$ cat config.mk
export PLATFORM = sky130hd
export DESIGN_NAME = way_decoder_flat
export DESIGN_NICKNAME = d
export VERILOG_FILES = /design/src/rtl/way_decoder_pkg.sv /design/src/rtl/way_decoder_if.sv /design/src/rtl/way_onehot.sv /design/src/rtl/way_decoder.sv /design/src/flat_wrapper.sv
export SDC_FILE = /design/constraint.sdc
export NUM_CORES = 1
export LEC_CHECK = 0
export CORE_ASPECT_RATIO = 0.6
export CORE_MARGIN = 5
export CORE_UTILIZATION = 53
export DETAILED_ROUTE_END_ITERATION = 10
export HOLD_SLACK_MARGIN = 0.12
export PLACE_DENSITY = 0.76
export SKIP_LAST_GASP = 1
export SYNTH_ARGS = -nofsm -noshare
export SYNTH_HDL_FRONTEND = slang
export SYNTH_SLANG_ARGS = --single-unit
$ cat constraint.sdc
create_clock -name clk -period 1.6 [get_ports clk]
set_clock_uncertainty 0.2 [all_clocks]
set_input_delay 0.24 -clock clk [delete_from_list [all_inputs] [get_ports clk]]
set_output_delay 0.24 -clock clk [all_outputs]
set_load 0.02 [all_outputs]
$ cat src/rtl/way_decoder_pkg.sv
// Shared cache definitions: associativity, way-index width, op codes and the
// buffered decode entry used by the L2 way-enable decoder.
package way_decoder_pkg;

    localparam int WAYS  = 8;
    localparam int WAY_W = 3;
    localparam int PTR_W = 3;

    typedef logic [1:0]       op_t;
    typedef logic [WAYS-1:0]  way_mask_t;
    typedef logic [WAY_W-1:0] way_idx_t;

    localparam op_t OP_READ      = 2'b00;
    localparam op_t OP_WRITE     = 2'b01;
    localparam op_t OP_INVAL_ALL = 2'b10;
    localparam op_t OP_RSVD      = 2'b11;

    typedef struct packed {
        op_t       op;
        way_mask_t mask;
    } entry_t;

    // Pointer advance that wraps at the configured depth rather than at 2**PTR_W.
    function automatic logic [PTR_W-1:0] ptr_next(input logic [PTR_W-1:0] p,
                                                   input logic [PTR_W-1:0] last);
        return (p == last) ? '0 : p + PTR_W'(1);
    endfunction

endpackage

$ cat src/rtl/way_decoder_if.sv
// Request/response bus between the hit/replacement logic, the way decoder and
// the array control; master drives requests, slave is the decoder.
interface way_decoder_if;
    import way_decoder_pkg::*;

    logic      in_valid;
    logic      in_ready;
    way_idx_t  in_way;
    op_t       in_op;
    logic      out_valid;
    logic      out_ready;
    way_mask_t out_way_en;
    op_t       out_op;

    modport master (
        output in_valid, in_way, in_op, out_ready,
        input  in_ready, out_valid, out_way_en, out_op
    );

    modport slave (
        input  in_valid, in_way, in_op, out_ready,
        output in_ready, out_valid, out_way_en, out_op
    );

endinterface

$ cat src/rtl/way_onehot.sv
// Binary way index to one-hot way enable; inverse of the 8-to-1 way encoder.
// Purely combinational, no handshake.
module way_onehot
    import way_decoder_pkg::*;
(
    input  way_idx_t  way_i,
    output way_mask_t mask_o
);

    always_comb begin
        mask_o        = '0;
        mask_o[way_i] = 1'b1;
    end

endmodule

$ cat src/rtl/way_decoder.sv
// Decodes way index + op into a registered way-enable mask behind a small FIFO;
// 1-cycle accept-to-valid latency, in_ready from registered occupancy only.
module way_decoder
    import way_decoder_pkg::*;
#(
    parameter int FIFO_DEPTH = 2,
    parameter int WAYS_P     = WAYS
) (
    input  logic          clk,
    input  logic          rst_n,
    way_decoder_if.slave  bus,
    output logic          err,
    output logic [3:0]    occupancy
);

    if (FIFO_DEPTH < 2 || FIFO_DEPTH > 8) begin : g_bad_depth
        $error("way_decoder: FIFO_DEPTH must be 2..8");
    end
    if (WAYS_P != 8) begin : g_bad_ways
        $error("way_decoder: WAYS is fixed at 8");
    end

    localparam logic [3:0]       DEPTH_C  = 4'(FIFO_DEPTH);
    localparam logic [PTR_W-1:0] LAST_PTR = PTR_W'(FIFO_DEPTH - 1);
    localparam int               MEM_N    = 2 ** PTR_W;

    localparam logic [1:0] ST_EMPTY   = 2'd0;
    localparam logic [1:0] ST_PARTIAL = 2'd1;
    localparam logic [1:0] ST_FULL    = 2'd2;

    // Assertion is immediate; only the release edge is retimed onto clk.
    logic [1:0] rst_sync_q;
    logic       rst_core_n;

    always_ff @(posedge clk or negedge rst_n) begin
        if (!rst_n) rst_sync_q <= 2'b00;
        else        rst_sync_q <= {rst_sync_q[0], 1'b1};
    end
    assign rst_core_n = rst_sync_q[1];

    logic [1:0]       state_q,  state_d;
    logic [3:0]       count_q,  count_d;
    logic [PTR_W-1:0] wr_ptr_q, wr_ptr_d;
    logic [PTR_W-1:0] rd_ptr_q, rd_ptr_d;
    logic             err_q,    err_d;
    entry_t           mem_q [MEM_N];

    logic      push, pop;
    logic      in_ready_w, out_valid_w;
    way_mask_t onehot;
    entry_t    entry_d;

    way_onehot u_onehot (
        .way_i  (bus.in_way),
        .mask_o (onehot)
    );

    always_comb begin
        entry_d.op = bus.in_op;
        unique case (bus.in_op)
            OP_READ, OP_WRITE: entry_d.mask = onehot;
            OP_INVAL_ALL:      entry_d.mask = '1;
            default:           entry_d.mask = '0;
        endcase
    end

    assign in_ready_w  = (state_q != ST_FULL);
    assign out_valid_w = (state_q != ST_EMPTY);
    assign push        = bus.in_valid  & in_ready_w;
    assign pop         = bus.out_ready & out_valid_w;

    always_comb begin
        state_d  = state_q;
        count_d  = count_q;
        wr_ptr_d = wr_ptr_q;
        rd_ptr_d = rd_ptr_q;
        err_d    = err_q | (push && bus.in_op == OP_RSVD);

        if (push) wr_ptr_d = ptr_next(wr_ptr_q, LAST_PTR);
        if (pop)  rd_ptr_d = ptr_next(rd_ptr_q, LAST_PTR);

        if (push && !pop)      count_d = count_q + 4'd1;
        else if (pop && !push) count_d = count_q - 4'd1;

        unique case (state_q)
            ST_EMPTY: begin
                if (push) state_d = ST_PARTIAL;
            end
            ST_PARTIAL: begin
                if (push && !pop && count_q == DEPTH_C - 4'd1) state_d = ST_FULL;
                else if (pop && !push && count_q == 4'd1)      state_d = ST_EMPTY;
            end
            ST_FULL: begin
                if (pop) state_d = ST_PARTIAL;
            end
            default: state_d = ST_EMPTY;
        endcase
    end

    always_ff @(posedge clk or negedge rst_core_n) begin
        if (!rst_core_n) begin
            state_q  <= ST_EMPTY;
            count_q  <= 4'd0;
            wr_ptr_q <= '0;
            rd_ptr_q <= '0;
            err_q    <= 1'b0;
        end else begin
            state_q  <= state_d;
            count_q  <= count_d;
            wr_ptr_q <= wr_ptr_d;
            rd_ptr_q <= rd_ptr_d;
            err_q    <= err_d;
        end
    end

    // Storage needs no reset: the read side is masked while EMPTY.
    always_ff @(posedge clk) begin
        if (push) mem_q[wr_ptr_q] <= entry_d;
    end

    assign bus.in_ready   = in_ready_w;
    assign bus.out_valid  = out_valid_w;
    assign bus.out_way_en = out_valid_w ? mem_q[rd_ptr_q].mask : '0;
    assign bus.out_op     = out_valid_w ? mem_q[rd_ptr_q].op   : OP_READ;
    assign err            = err_q;
    assign occupancy      = count_q;

    a_mask_pop: assert property (@(posedge clk) disable iff (!rst_core_n)
        out_valid_w |-> ($countones(bus.out_way_en) == 1 ||
                         $countones(bus.out_way_en) == 8 ||
                         (bus.out_way_en == '0 && bus.out_op == OP_RSVD)));

    a_hold: assert property (@(posedge clk) disable iff (!rst_core_n)
        (out_valid_w && !bus.out_ready) |=> $stable(bus.out_way_en) && $stable(bus.out_op));

    a_bound: assert property (@(posedge clk) disable iff (!rst_core_n)
        count_q <= DEPTH_C);

endmodule

$ cat src/flat_wrapper.sv
// flat-port wrapper written by rule: the top's interface ports become plain ports
module way_decoder_flat import way_decoder_pkg::*;
#(
    parameter int FIFO_DEPTH = 2,
    parameter int WAYS_P     = WAYS
)
  (clk, rst_n, err, occupancy, bus_in_valid, bus_in_way, bus_in_op, bus_out_ready, bus_in_ready, bus_out_valid, bus_out_way_en, bus_out_op);
  way_decoder_if bus_i ();
  input  logic clk;
  input  logic rst_n;
  output logic err;
  output logic [3:0] occupancy;
  input wire logic [$bits(bus_i.in_valid)-1:0] bus_in_valid;
  input wire logic [$bits(bus_i.in_way)-1:0] bus_in_way;
  input wire logic [$bits(bus_i.in_op)-1:0] bus_in_op;
  input wire logic [$bits(bus_i.out_ready)-1:0] bus_out_ready;
  output wire logic [$bits(bus_i.in_ready)-1:0] bus_in_ready;
  output wire logic [$bits(bus_i.out_valid)-1:0] bus_out_valid;
  output wire logic [$bits(bus_i.out_way_en)-1:0] bus_out_way_en;
  output wire logic [$bits(bus_i.out_op)-1:0] bus_out_op;
  assign bus_i.in_valid = bus_in_valid;
  assign bus_i.in_way = bus_in_way;
  assign bus_i.in_op = bus_in_op;
  assign bus_i.out_ready = bus_out_ready;
  assign bus_in_ready = bus_i.in_ready;
  assign bus_out_valid = bus_i.out_valid;
  assign bus_out_way_en = bus_i.out_way_en;
  assign bus_out_op = bus_i.out_op;
  way_decoder #(.FIFO_DEPTH(FIFO_DEPTH), .WAYS_P(WAYS_P)) u_core (.clk(clk), .rst_n(rst_n), .bus(bus_i), .err(err), .occupancy(occupancy));
endmodule
==> results.md, run 1 <==
* Clk_lat worst skew at between 300 and 400 ps
* CP Capture Type: primary output
* First-pass GRT wire length at around 15,000 um
* Initial Util at between 50% and 60%
* Slowest CP cell: dfrtp_2
* Die Width at about 120 um
* Ports at 26
* Synth Instances at 251
* Top FF cell, synth: edfxtp_1
* Synth Area in Adders at around 1.6%
* GPL Wtd Cong at ~0.81
* Most used cell, CP: buf_12
* Min setup slack post-route at -590 ps
* Slew Limit Fails at 0
* CP delay by family, top: buffers and inverters
* Main combinational cell family by area after synthesis: multiplexers
* Layout cells sized above 1 at approximately 44%
* Hold Buf Count CTS at 1
* DRT Pass-1 Iters at 5
* Number of global-route vias before repair at 2,587
* TritonCTS clock tree: yes
* Final WL at around 11,000 um
* Critical Path RT at approximately 1200 ps
* Largest net degree at the start of global routing at 21
* Layout Utilization at approximately 80%
* Failing checks: negative setup slack
* Critical path cell sequence: buf_12 > buf_12 > mux2i_2 > a22oi_1 > and3_2 > buf_2
* Compound-Gate Fraction of Synth Area at under 10%
* Fin nets at roughly 370
* RSZ-0062 raised after global routing: true
* Vias at around 2,600
* DR iter-0 viols at around 260
* GRT Overall Usage at between 20% and 30%
* Final std cells w/o fill at between 400 and 500
* Pleak at between 1.5 and 2 nW
* # rows at 24
* Max Clk Rate at 0.457 GHz
* Syn Area/Cell at about 16 sq um
* ANT cells at 0
* Antenna-violating nets left at 0
* Crit share post-route at 137%
* Critical path class: reg -> out
* Die H at about 77 um
* Post-synth EDFFs at 80
* Hold Path Class: reg -> async
* Fill cell count at a little over 400
* Worst Tran Pin Value at between 600 and 700 ps
* Place WS at -926 ps
* Slew HR at around 60%
* Post-synth top area share at around 60%
* Synth-to-Final Area Change at 46.7%
* Largest buffer count on any clock path at 2
* Type of origin of the critical path: register
* DRC Markers at 0
* Tmin final at between 2000 and 2500 ps
* Synth Warn # at 0
* Max-Cap Viols at 0
* Mapped cell area at ~3900 sq um
* Final setup vio count at 108
* Fraction of registers with async set/reset at roughly 16%
* Worst path arrival time at roughly 1800 ps
* Mux share of post-synthesis cell area at 10.7%
* Sequential fraction of the synthesis area at 70.4%
* Initial antenna violation count at 0
* Max rail drop VDD at around 0.0012 V
* Post-synthesis simple-gate area fraction at between 6 and 7%
* Root Buffer Master: clkbuf_16
* H-tree depth at 3
* DP Cell Count at about 410
* Distinct cell type count after synthesis at 37
* Final hold vios at 0
* Setup TNS at -29,250 ps
* Global route total overflow at 0
* Leading area contributor after synthesis: edfxtp_1
* Core area at ~7300 sq um
* Via density at around 5.7
* Buf+Inv Stages, Crit Path at 3
* Post-DR wirelength/cell at between 20 and 25 um
* Pwr dens at approximately 1400 nW/um^2
* HPWL after DPL at approximately 5500 um
* Synth Register Bits at 95
* Status: complete, but fails checks
* CTS buffer count at 9
* IO Port Bufs at 25
* # clock sinks at 95
* Top post-synthesis cells by area: edfxtp_1 61%, mux2i_1 10%, dfrtp_1 9.5%, a22oi_1 3.8%, and3_1 1.6%
* Clock-pin slew on the worst setup and hold paths at approximately 70 ps
* Crit path max fanout at 6
* Die area at just over 9000 sq um
* Syn Nets at roughly 270
* Crit-path max cell delay at ~410 ps
* XOR/XNOR Fraction of Synth Area at under 10%
==> cell type report <==
class	count	area (sq um)	area share, %
multi-input cells	140	1410	24.4
inverters	5	23.8	0.411
repair buffers	100	1140	19.8
well taps	104	130	2.25
clock inverters	4	52.6	0.908
flip-flops and latches	95	2780	48.0
clock buffers	12	246	4.26
==> Yosys cell counts, types with 2 or more instances <==
cell type / instances
a22oi_1: 20
and3_1: 10
buf_2: 4
buf_4: 2
buf_6: 2
clkbuf_1: 2
clkbuf_2: 2
dfrtp_1: 15
edfxtp_1: 80
ha_1: 5
inv_1: 5
mux2i_1: 41
nand2_1: 6
nand2b_1: 7
nand3_1: 3
nand4_1: 3
nor2_1: 6
nor2b_1: 3
nor3_1: 3
o21ai_0: 7
o31ai_1: 2
or2_2: 2
xnor2_1: 5
xor2_1: 3
==> per-stage QoR <==
| step | hold slack [ps] | power, W | area (sq um) |
|---|---|---|---|
| 4_1_cts | 49.1 | 0.00773 | 5510 |
| 3_5_place_dp | 49.3 | 0.00525 | 4820 |
| 2_1_floorplan | -256 | 0.00429 | 4080 |
| 5_1_grt | 103 | 0.00841 | 5790 |
| 3_3_place_gp | 54.9 | 0.00520 | 4820 |
| 6_report | 41.2 | 0.00810 | 5790 |
==> final timing paths <==
check	startpoint	end	slack (ps)	cells past startpoint
max	u_core.rd_ptr_q[1]	bus_out_way_en[5]	-590	6
min	u_core.rst_sync_q[1]	u_core.occupancy[3]	40	0
max reg2reg	u_core.state_q[0]	u_core.occupancy[3]	-490	8
min reg2reg	u_core.rst_sync_q[1]	u_core.occupancy[3]	40	0
max in group asynchronous	rst_n	u_core.rst_sync_q[1]	680	2
min in group clk	u_core.rst_sync_q[0]	u_core.rst_sync_q[1]	150	0
==> report_power, final <==
| part | leakage, nW | total (W) | internal, W | switching, W |
|---|---|---|---|---|
| logic | 0.987 | 0.00281 | 0.00145 | 0.00136 |
| clock network | 0.147 | 0.00216 | 0.00126 | 0.000902 |
| registers | 0.864 | 0.00312 | 0.00292 | 0.000202 |
==> cell families after synthesis <==
logic type | Yosys count
DFF | 95
and+or+nand+nor | 48
muxes | 42
AOI/OAI and AO/OA | 35
buffers and inverters | 17
xor gates and xnor gates | 8
adders and majority gates | 5
other | 1
==> what timing repair did <==
action,in CTS,in global routing
endpoints found under the hold margin,15,13
cloned,5,3
endpoints found under the setup margin,104,110
setup buffers,14,13
pin swaps,13,30
resized for setup,117,43
==> state kept, by name (all words and copies together), names as in the netlist <==
name               count
u_core.rst_sync_q      2
u_core.state_q         2
u_core.mem_q          80
u_core.err             1
u_core.rd_ptr_q        3
u_core.occupancy       4
u_core.wr_ptr_q        3
==> cells in the final DEF (no fill, tap or decap), types with 3 or more instances in the layout <==
master	synthesis	layout
a22oi_1	20	11
a22oi_2	0	9
and3_4	0	8
buf_12	0	12
buf_4	2	37
buf_6	2	29
clkbuf_16	0	13
clkdlybuf4s50_1	0	8
dfrtp_1	15	13
dlygate4sd2_1	0	3
edfxtp_1	80	80
ha_1	5	3
inv_1	5	3
mux2i_1	41	34
mux2i_2	0	6
nand2_1	6	3
nand2b_1	7	6
nand4_1	3	3
nor2_4	0	5
o21ai_0	7	5
xnor2_1	5	5
==> per-layer routing <==
| metal | up-vias | track usage (%) | share of wire (%) |
|---|---|---|---|
| li1 | 1176 | - | - |
| met1 | 1349 | 33.2 | 43 |
| met2 | 99 | 33.1 | 49 |
| met3 | 17 | 7.43 | 6.0 |
| met4 | 0 | 5.37 | 1.6 |
| met5 | - | 0 | 0 |
Power figures use the tool's default switching activity.
==> run 2: changes to the inputs <==
- CORE_MARGIN: 5 -> default
- GPL_ROUTABILITY_DRIVEN: default -> 0
==> run 2 against run 1 <==
- the flow still finishes with violations (negative setup slack)
- maximum frequency down 0.61%
- sequential power up 1%
- critical path depth did not move
- non-clock buffer count up 6
- setup slack worse by 14 ps
- design area increased by 1.2%
- final cell count rose by 0.43%
- combinational power grew 7%
- wire length is 1.6% higher
- core utilization rose by 4.8 points
- critical path type unchanged
==> results.md, run 2 (synthesis gave the netlist of run 1 again) <==
* Status: complete, but fails checks
* Failing checks: negative setup slack
* # clock sinks at 95 (unchanged)
* Fin nets at 371 (+1.6%)
* Critical path class: reg -> out
* Biggest register: u_core.mem_q
* Commonest cells after routing, fill and taps aside: 80 x edfxtp_1, 44 x buf_6, 34 x mux2i_1
* Final hold vios at 0 (unchanged)
* Hold Path Class: reg -> async
* Max-Cap Viols at 0 (unchanged)
* Initial Util at 56.9% (+2.6 points)
* Slew HR at 56.9% (-3.0 points)
* Number of global-route vias before repair at 2,658 (+2.7%)
* Tmin final at 2200 ps (+13.5 ps)
* Clk_lat worst skew at 350 ps (about the same)
* RSZ-0062 raised after global routing: true
* Largest buffer count on any clock path at 2 (unchanged)
* Worst path arrival time at 1760 ps (about the same)
* Crit path max fanout at 5 (-1)
* Fill cell count at 294 (-27%)
* DP Cell Count at 407 (-1.5%)
* Most common cell after layout, fill and taps aside: edfxtp_1
* Pwr dens at 1410 nW/um^2 (+0.50%)
* Max Clk Rate at 0.454 GHz (-0.61%)
* Hold Buf Count CTS at 1 (unchanged)
* Pleak at 2.06 nW (+2.9%)
* Place WS at -1050 ps (-128 ps)
* Synth-to-Final Area Change at 48.5%
* # rows at 23 (-4.2%)
* DR iter-0 viols at 269 (+4.7%)
* Layout Utilization at 84.5% (+4.8 points)
* Min setup slack post-route at -603 ps (-13.5 ps)
* TritonCTS clock tree: yes
* Clock-pin slew on the worst setup and hold paths at 70 ps (about the same)
* Final WL at 11,200 um (+1.6%)
* Final setup vio count at 117 (+8.3%)
* Max rail drop VDD at 0.00109 V (-7.6%)
* Die H at 68.9 um (-10%)
* Critical Path RT at 1160 ps (about the same)
* Type of origin of the critical path: register
* Initial antenna violation count at 0 (unchanged)
* GRT Overall Usage at 28.8% (+6.1 points)
* Post-DR wirelength/cell at 24.3 um (+1.2%)
* CTS buffer count at 9 (unchanged)
* DRC Markers at 0 (unchanged)
* Root Buffer Master: clkbuf_16
* Ports at 26 (unchanged)
* ANT cells at 0 (unchanged)
* Worst Tran Pin Value at 647 ps (+44.7 ps)
* IO Port Bufs at 25 (unchanged)
* Via density at 5.87 (+2.3%)
* Largest net degree at the start of global routing at 24 (+14%)
* Slew Limit Fails at 0 (unchanged)
* Setup TNS at -34,990 ps (-5740 ps)
* Die Width at 113 um (-6.6%)
* Final std cells w/o fill at 462 (+0.43%)
* Global route total overflow at 0 (unchanged)
* Vias at 2,714 (+2.8%)
* Crit share post-route at 138% (+0.85 points)
* Layout cells sized above 1 at 47.5% (+3.1 points)
* CP Capture Type: primary output
* First-pass GRT wire length at 15,100 um (-1.4%)
* Die area at 7810 sq um (-16%)
* DRT Pass-1 Iters at 4 (-1)
* Core area at 6940 sq um (-4.6%)
* H-tree depth at 3 (unchanged)
* Antenna-violating nets left at 0 (unchanged)
* HPWL after DPL at 5370 um (-3.2%)
* Max reg flops at 80 (unchanged)
run 2: changes by cell type in the layout (fill, tap and decap cells not counted), moves of 2 or more:
cell / delta
clkdlybuf4s15_1: -2
and3_2: -2
clkbuf_1: -2
clkinv_1: +2
xnor2_2: +2
xnor2_1: -2
clkbuf_2: +2
nand3_2: +2
buf_6: +15
buf_4: -5
and3_4: +2
run 2: report_power, final:
part / switching (W) / total (W) / leakage, nW / internal, W
Clock: 0.000881 / 0.00208 / 0.140 / 0.00120
Combinational: 0.00140 / 0.00300 / 1.05 / 0.00160
Sequential: 0.000240 / 0.00316 / 0.864 / 0.00292
Total: 0.00252 / 0.00824 / 2.06 / 0.00572
run 2: worst paths after layout:
kind | from | end | slack, ps | depth (start not counted)
min reg2reg | u_core.rst_sync_q[1] | u_core.err | 70 | 0
max | u_core.rd_ptr_q[2] | bus_out_way_en[0] | -600 | 6
min in group clk | u_core.rst_sync_q[0] | u_core.rst_sync_q[1] | 180 | 0
max in group asynchronous | rst_n | u_core.rst_sync_q[0] | 650 | 2
max reg2reg | u_core.state_q[0] | u_core.occupancy[3] | -520 | 8
min | u_core.rst_sync_q[1] | u_core.err | 70 | 0
run 2: what timing repair did:
action,in CTS,in global routing
setup buffers,26,15
pin swaps,15,36
endpoints found under the setup margin,104,129
hold endpoints to repair,15,13
gates resized for setup,120,63
cloned,7,3
run 2: critical path: stages (launching register included):
cell	delay (ps)
dfrtp_1	440
buf_6	160
and2_4	170
buf_8	140
a22oi_2	180
and3_4	220
buf_6	110
run 2: layout make-up:
cell class | count | area, sq um | area share [%]
multi-input combinational | 140 | 1440 | 24.6
tap | 100 | 125 | 2.13
sequential | 95 | 2780 | 47.4
clock buffer | 9 | 225 | 3.84
inverter | 5 | 23.8 | 0.406
clock inverter | 7 | 63.8 | 1.09
timing repair buffer | 106 | 1200 | 20.5
run 2: metrics by stage:
step | hold WS [ps] | instance area, sq um | power (W)
after floorplan | -256 | 4080 | 0.00429
after global placement | 41.6 | 4790 | 0.00517
after detailed placement | 47.9 | 4790 | 0.00522
after CTS | 60.1 | 5660 | 0.00766
after global routing | 105 | 5860 | 0.00849
final | 68.3 | 5860 | 0.00824
run 2: metal layers:
| layer | part of all wire [%] | vias up | track usage [%] |
|---|---|---|---|
| met2 | 47 | 127 | 46.5 |
| li1 | - | 1186 | - |
| met5 | 0 | - | 0 |
| met3 | 7.0 | 33 | 8.92 |
| met4 | 3.2 | 0 | 11.3 |
| met1 | 42 | 1368 | 37.3 |
==> RTL change 1 (config.mk and constraints of run 2) <==
`WAY_W`: 3 -> 6.
--- a/src/rtl/way_decoder_pkg.sv
+++ b/src/rtl/way_decoder_pkg.sv
@@ -4,5 +4,5 @@
 
     localparam int WAYS  = 8;
-    localparam int WAY_W = 3;
+    localparam int WAY_W = 6;
     localparam int PTR_W = 3;
 
Interface: changed (resized bus_in_way); port bits go from 26 to 29. No check against the original RTL was run, so the function may have changed too.
==> RTL change 1 against run 2 <==
The run still ends with setup timing left. Design area fell by 0.23%. Global-route usage rose by 2.5 points. Sequential cell count did not move. Cell count rose by 0.43%. Non-clock buffer count rose by 1. Total power fell by 5.4%. Setup slack got worse by 0.071 ns. Combinational power fell by 8.7%. Clock power fell by 8%. Synthesized area rose by 0.19%. Routed wire length rose by 4.4%. First-iteration DRC count rose by 13%. Largest power group unchanged.
==> RTL change 1: results (changes against run 2) <==
.. list-table::
   :header-rows: 1

   * - Metric
     - Value
   * - Maximum vdd ir drop
     - 0.854 mV (was 1.09 mV)
   * - Final WL
     - 11700 µm (was 11200 µm)
   * - Static leakage
     - 2.04 nW (was 2.06 nW)
   * - Instance area after placement
     - 0.00486 mm² (was 0.00479 mm²)
   * - Maximum fanout along the worst path
     - 6 (was 5)
   * - Instance count of the mapped netlist
     - 252 (was 251)
   * - Share of final-layout standard cells stronger than drive strength 1
     - 0.459 (was 0.475)
   * - Pre-CTS WS
     - -0.872 ns (was -1.05 ns)
   * - Detailed-route via count
     - 2843 (was 2714)
   * - Final worst setup slack
     - -0.674 ns (was -0.603 ns)
   * - Net count of the mapped netlist
     - 269 (was 265)
   * - Failing checks
     - setup timing (unchanged)
   * - Main area contributors after synthesis
     - sky130_fd_sc_hd__edfxtp_1, sky130_fd_sc_hd__mux2i_1, sky130_fd_sc_hd__dfrtp_1 (unchanged)
   * - Top cell types by occurrence after synthesis
     - sky130_fd_sc_hd__edfxtp_1, sky130_fd_sc_hd__mux2i_1, sky130_fd_sc_hd__a22oi_1 (unchanged)
   * - Clock net power
     - 1.92 mW (was 2.08 mW)
   * - Share of the yosys chip area belonging to registers
     - 0.702 (was 0.704)
   * - Hold_ws
     - 0.0286 ns (was 0.0683 ns)
   * - Maximum number of pins on one net before global-route repair
     - 20 (was 24)
   * - Data arrival at the endpoint of the critical path
     - 1.83 ns (was 1.76 ns)
   * - Final setup fails
     - 118 (was 117)
   * - Power drawn by the combinational cells
     - 2.74 mW (was 3.00 mW)
   * - Register-to-Register Path Depth
     - 9 (was 8)
   * - Wire length of the first global-routing pass
     - 16200 µm (was 15100 µm)
   * - Cell internal pwr
     - 5.37 mW (was 5.72 mW)
   * - Violation count after the first detailed-routing iteration
     - 305 (was 269)
   * - Longest individual stage delay on the worst path
     - 0.41 ns (was 0.44 ns)
   * - Half-perimeter wire length of the detailed placement result
     - 5500 µm (was 5370 µm)
   * - Mux contribution to synthesized area
     - 0.109 (was 0.107)
   * - First-pass DRT Iterations
     - 5 (was 4)
   * - Relative contribution of combinational cells to total power
     - 0.351 (was 0.365)
   * - Total global-route track usage
     - 0.313 (was 0.288)
   * - Post-synth cell types
     - 36 (was 37)
   * - Compound-Gate Fraction of Synth Area
     - 0.0626 (was 0.0634)
   * - Area share of fa/ha/maj cells after synthesis
     - 0.0158 (about the same)
   * - Post-layout nets
     - 376 (was 371)
   * - Routed wire per std cell
     - 25.3 µm (was 24.3 µm)
   * - XOR/XNOR Fraction of Synth Area
     - 0.0177 (about the same)
   * - CP top delay family
     - buffers and inverters (was flip-flops)
   * - Cell at the slowest stage of the critical path
     - sky130_fd_sc_hd__dfrtp_2 (was sky130_fd_sc_hd__dfrtp_1)
   * - Status
     - finished, violations left (unchanged)
   * - Relative slew slack
     - 0.621 (was 0.569)
[RTL change 1: what timing repair did]
action | in CTS | in global routing
pin swaps | 18 | 32
endpoints found under the setup margin | 104 | 171
hold endpoints to repair | 15 | 13
cloned | 7 | 2
buffers inserted | 29 | 16
gates resized for setup | 100 | 66
[RTL change 1: cells by family after synthesis]
logic type / Yosys count
flops: 95
simple gates: 49
mux: 43
compound gates: 35
buf+inv: 16
xor+xnor: 8
fa+ha+maj: 5
other cells: 1
[RTL change 1: routing by layer]
layer | share of wire | track usage | up-vias
met5 | 0 | 0 | -
met4 | 0.027 | 0.123 | 0
met3 | 0.10 | 0.121 | 35
met2 | 0.47 | 0.487 | 185
met1 | 0.40 | 0.402 | 1433
li1 | - | - | 1190
[RTL change 1: worst max path at each step]
stage | startpoint | endpoint | slack, ns | cells past startpoint
global route | u_core.rd_ptr_q[1]$_DFFE_PN0P_ | bus_out_way_en[2] | -0.73 | 7
detailed placement | u_core.rd_ptr_q[0]$_DFFE_PN0P_ | bus_out_way_en[1] | -0.87 | 4
floorplan | u_core.state_q[0]$_DFFE_PN0P_ | u_core.occupancy[3]$_DFFE_PN0P_ | -0.30 | 8
CTS | u_core.rd_ptr_q[1]$_DFFE_PN0P_ | bus_out_way_en[1] | -0.69 | 5
finish | u_core.rd_ptr_q[1]$_DFFE_PN0P_ | bus_out_op[0] | -0.67 | 7
global placement | u_core.rd_ptr_q[0]$_DFFE_PN0P_ | bus_out_way_en[1] | -0.82 | 4
[RTL change 1: final cells by class]
class / instances / area [µm²]
Clock inverter: 5 / 25.0
Fill cell: 318 / 1090
Inverter: 4 / 20.0
Tap cell: 100 / 125
Sequential cell: 95 / 2780
Multi-Input combinational cell: 142 / 1460
Clock buffer: 11 / 233
Timing Repair Buffer: 107 / 1200
==> RTL change 2 (settings of run 2) <==
Made on the original files. Register the output `err` once more, with the module's reset; this adds one clock of latency there. The other outputs are not delayed to match.
--- a/src/rtl/way_decoder.sv
+++ b/src/rtl/way_decoder.sv
@@ -123,5 +123,11 @@
     assign bus.out_way_en = out_valid_w ? mem_q[rd_ptr_q].mask : '0;
     assign bus.out_op     = out_valid_w ? mem_q[rd_ptr_q].op   : OP_READ;
-    assign err            = err_q;
+    always_ff @(posedge clk or negedge rst_n) begin
+        if (!rst_n) begin
+            err <= '0;
+        end else begin
+            err <= err_q;
+        end
+    end
     assign occupancy      = count_q;
 
Formal check against the unedited RTL: not equivalent (Yosys sat finds a counterexample within 4 cycles, from zero or initial values and one cycle with rst_n low).
==> RTL change 2 against run 2 <==
The run still ends with setup timing left. Sequential cell count is 1 higher. Design area decreased by 1.8%. Fmax down 2.4%. Core utilization down 5.3 points. Routed wire length decreased by 3.7%. Cell count stayed put. Global-route usage fell by 0.099 points. First-iteration DRC count fell by 18%. Setup slack got worse by 0.054 ns. Synthesized area is 0.63% higher. Total power fell by 5.5%. Highest routed layer unchanged.
==> RTL change 2: results (changes against run 2) <==
.. list-table::
   :header-rows: 1

   * - Metric
     - Value
   * - Share of final-layout standard cells stronger than drive strength 1
     - 0.447 (was 0.475)
   * - Compound-Gate Fraction of Synth Area
     - 0.0630 (was 0.0634)
   * - GRT met2 Usage
     - 0.428 (was 0.465)
   * - CP top delay family
     - buffers and inverters (was flip-flops)
   * - Relative slew slack
     - 0.569 (about the same)
   * - Number of fill cells in the layout
     - 398 (was 294)
   * - Static leakage
     - 2.02 nW (was 2.06 nW)
   * - Mux contribution to synthesized area
     - 0.106 (was 0.107)
   * - Pre-CTS WS
     - -1.07 ns (was -1.05 ns)
   * - XOR/XNOR Fraction of Synth Area
     - 0.0176 (was 0.0177)
   * - Top cell types by occurrence after synthesis
     - sky130_fd_sc_hd__edfxtp_1, sky130_fd_sc_hd__mux2i_1, sky130_fd_sc_hd__a22oi_1 (unchanged)
   * - Final setup fails
     - 100 (was 117)
   * - Maximum vdd ir drop
     - 1.29 mV (was 1.09 mV)
   * - Final worst setup slack
     - -0.658 ns (was -0.603 ns)
   * - Cell at the slowest stage of the critical path
     - sky130_fd_sc_hd__dfrtp_2 (was sky130_fd_sc_hd__dfrtp_1)
   * - Data arrival at the endpoint of the critical path
     - 1.82 ns (was 1.76 ns)
   * - Half-perimeter wire length of the detailed placement result
     - 5330 µm (was 5370 µm)
   * - Status
     - finished, violations left (unchanged)
   * - Met3 routed wirelength
     - 1040 µm (was 785 µm)
   * - Area share of fa/ha/maj cells after synthesis
     - 0.0157 (was 0.0158)
   * - Met2 wire length
     - 4990 µm (was 5320 µm)
   * - Share of the yosys chip area belonging to registers
     - 0.706 (was 0.704)
   * - Ratio of total power to cell area
     - 1350 mW/mm² (was 1410 mW/mm²)
   * - Power drawn by the combinational cells
     - 2.56 mW (was 3.00 mW)
   * - Failing checks
     - setup timing (unchanged)
   * - Via-to-Cell Ratio
     - 5.61 (was 5.87)
   * - Post-layout nets
     - 367 (was 371)
   * - Number of placed instances, taps included
     - 411 (was 407)
   * - Violation count after the first detailed-routing iteration
     - 221 (was 269)
==> RTL change 2: changes by cell type after synthesis, sizes merged <==
cell	delta
dfrtp	+1
==> RTL change 2: cell type report <==
| class | count | area [µm²] | area share |
|---|---|---|---|
| clock buffers | 10 | 229 | 0.0398 |
| clock inverters | 6 | 60.1 | 0.0104 |
| inverters | 5 | 21.3 | 0.00370 |
| multi-input cells | 140 | 1410 | 0.244 |
| flip-flops and latches | 96 | 2810 | 0.488 |
| well taps | 104 | 130 | 0.0226 |
| repair buffers | 101 | 1100 | 0.191 |
==> RTL change 2: timing repair <==
action,4_1_cts,5_1_grt
buffers inserted,21,14
hold endpoints to repair,16,13
gates resized for setup,125,36
gates cloned,10,2
endpoints found under the setup margin,120,155
pin swaps,23,18
==> RTL change 2: worst paths after layout <==
kind                                                startpoint                              end  slack [ns]  cells past startpoint
worst max-delay path            u_core.rd_ptr_q[1]$_DFFE_PN0P_                bus_out_way_en[6]       -0.66                      6
worst min-delay path            u_core.rst_sync_q[1]$_DFF_PN0_    u_core.state_q[1]$_DFFE_PN0P_        0.05                      0
worst max register to register   u_core.state_q[0]$_DFFE_PN0P_  u_core.occupancy[3]$_DFFE_PN0P_       -0.42                      9
worst min register to register  u_core.rst_sync_q[1]$_DFF_PN0_    u_core.state_q[1]$_DFFE_PN0P_        0.05                      0
max in group asynchronous                                rst_n   u_core.rst_sync_q[0]$_DFF_PN0_        0.59                      2
min in group clk                u_core.rst_sync_q[0]$_DFF_PN0_   u_core.rst_sync_q[1]$_DFF_PN0_        0.15                      0
==> RTL change 2: per-stage QoR <==
stage / utilization / TNS (ns)
floorplan: - / -12.79
global placement: 0.661 / -66.39
detailed placement: 0.661 / -71.01
CTS: 0.784 / -30.70
global route: 0.792 / -39.13
finish: 0.792 / -34.54
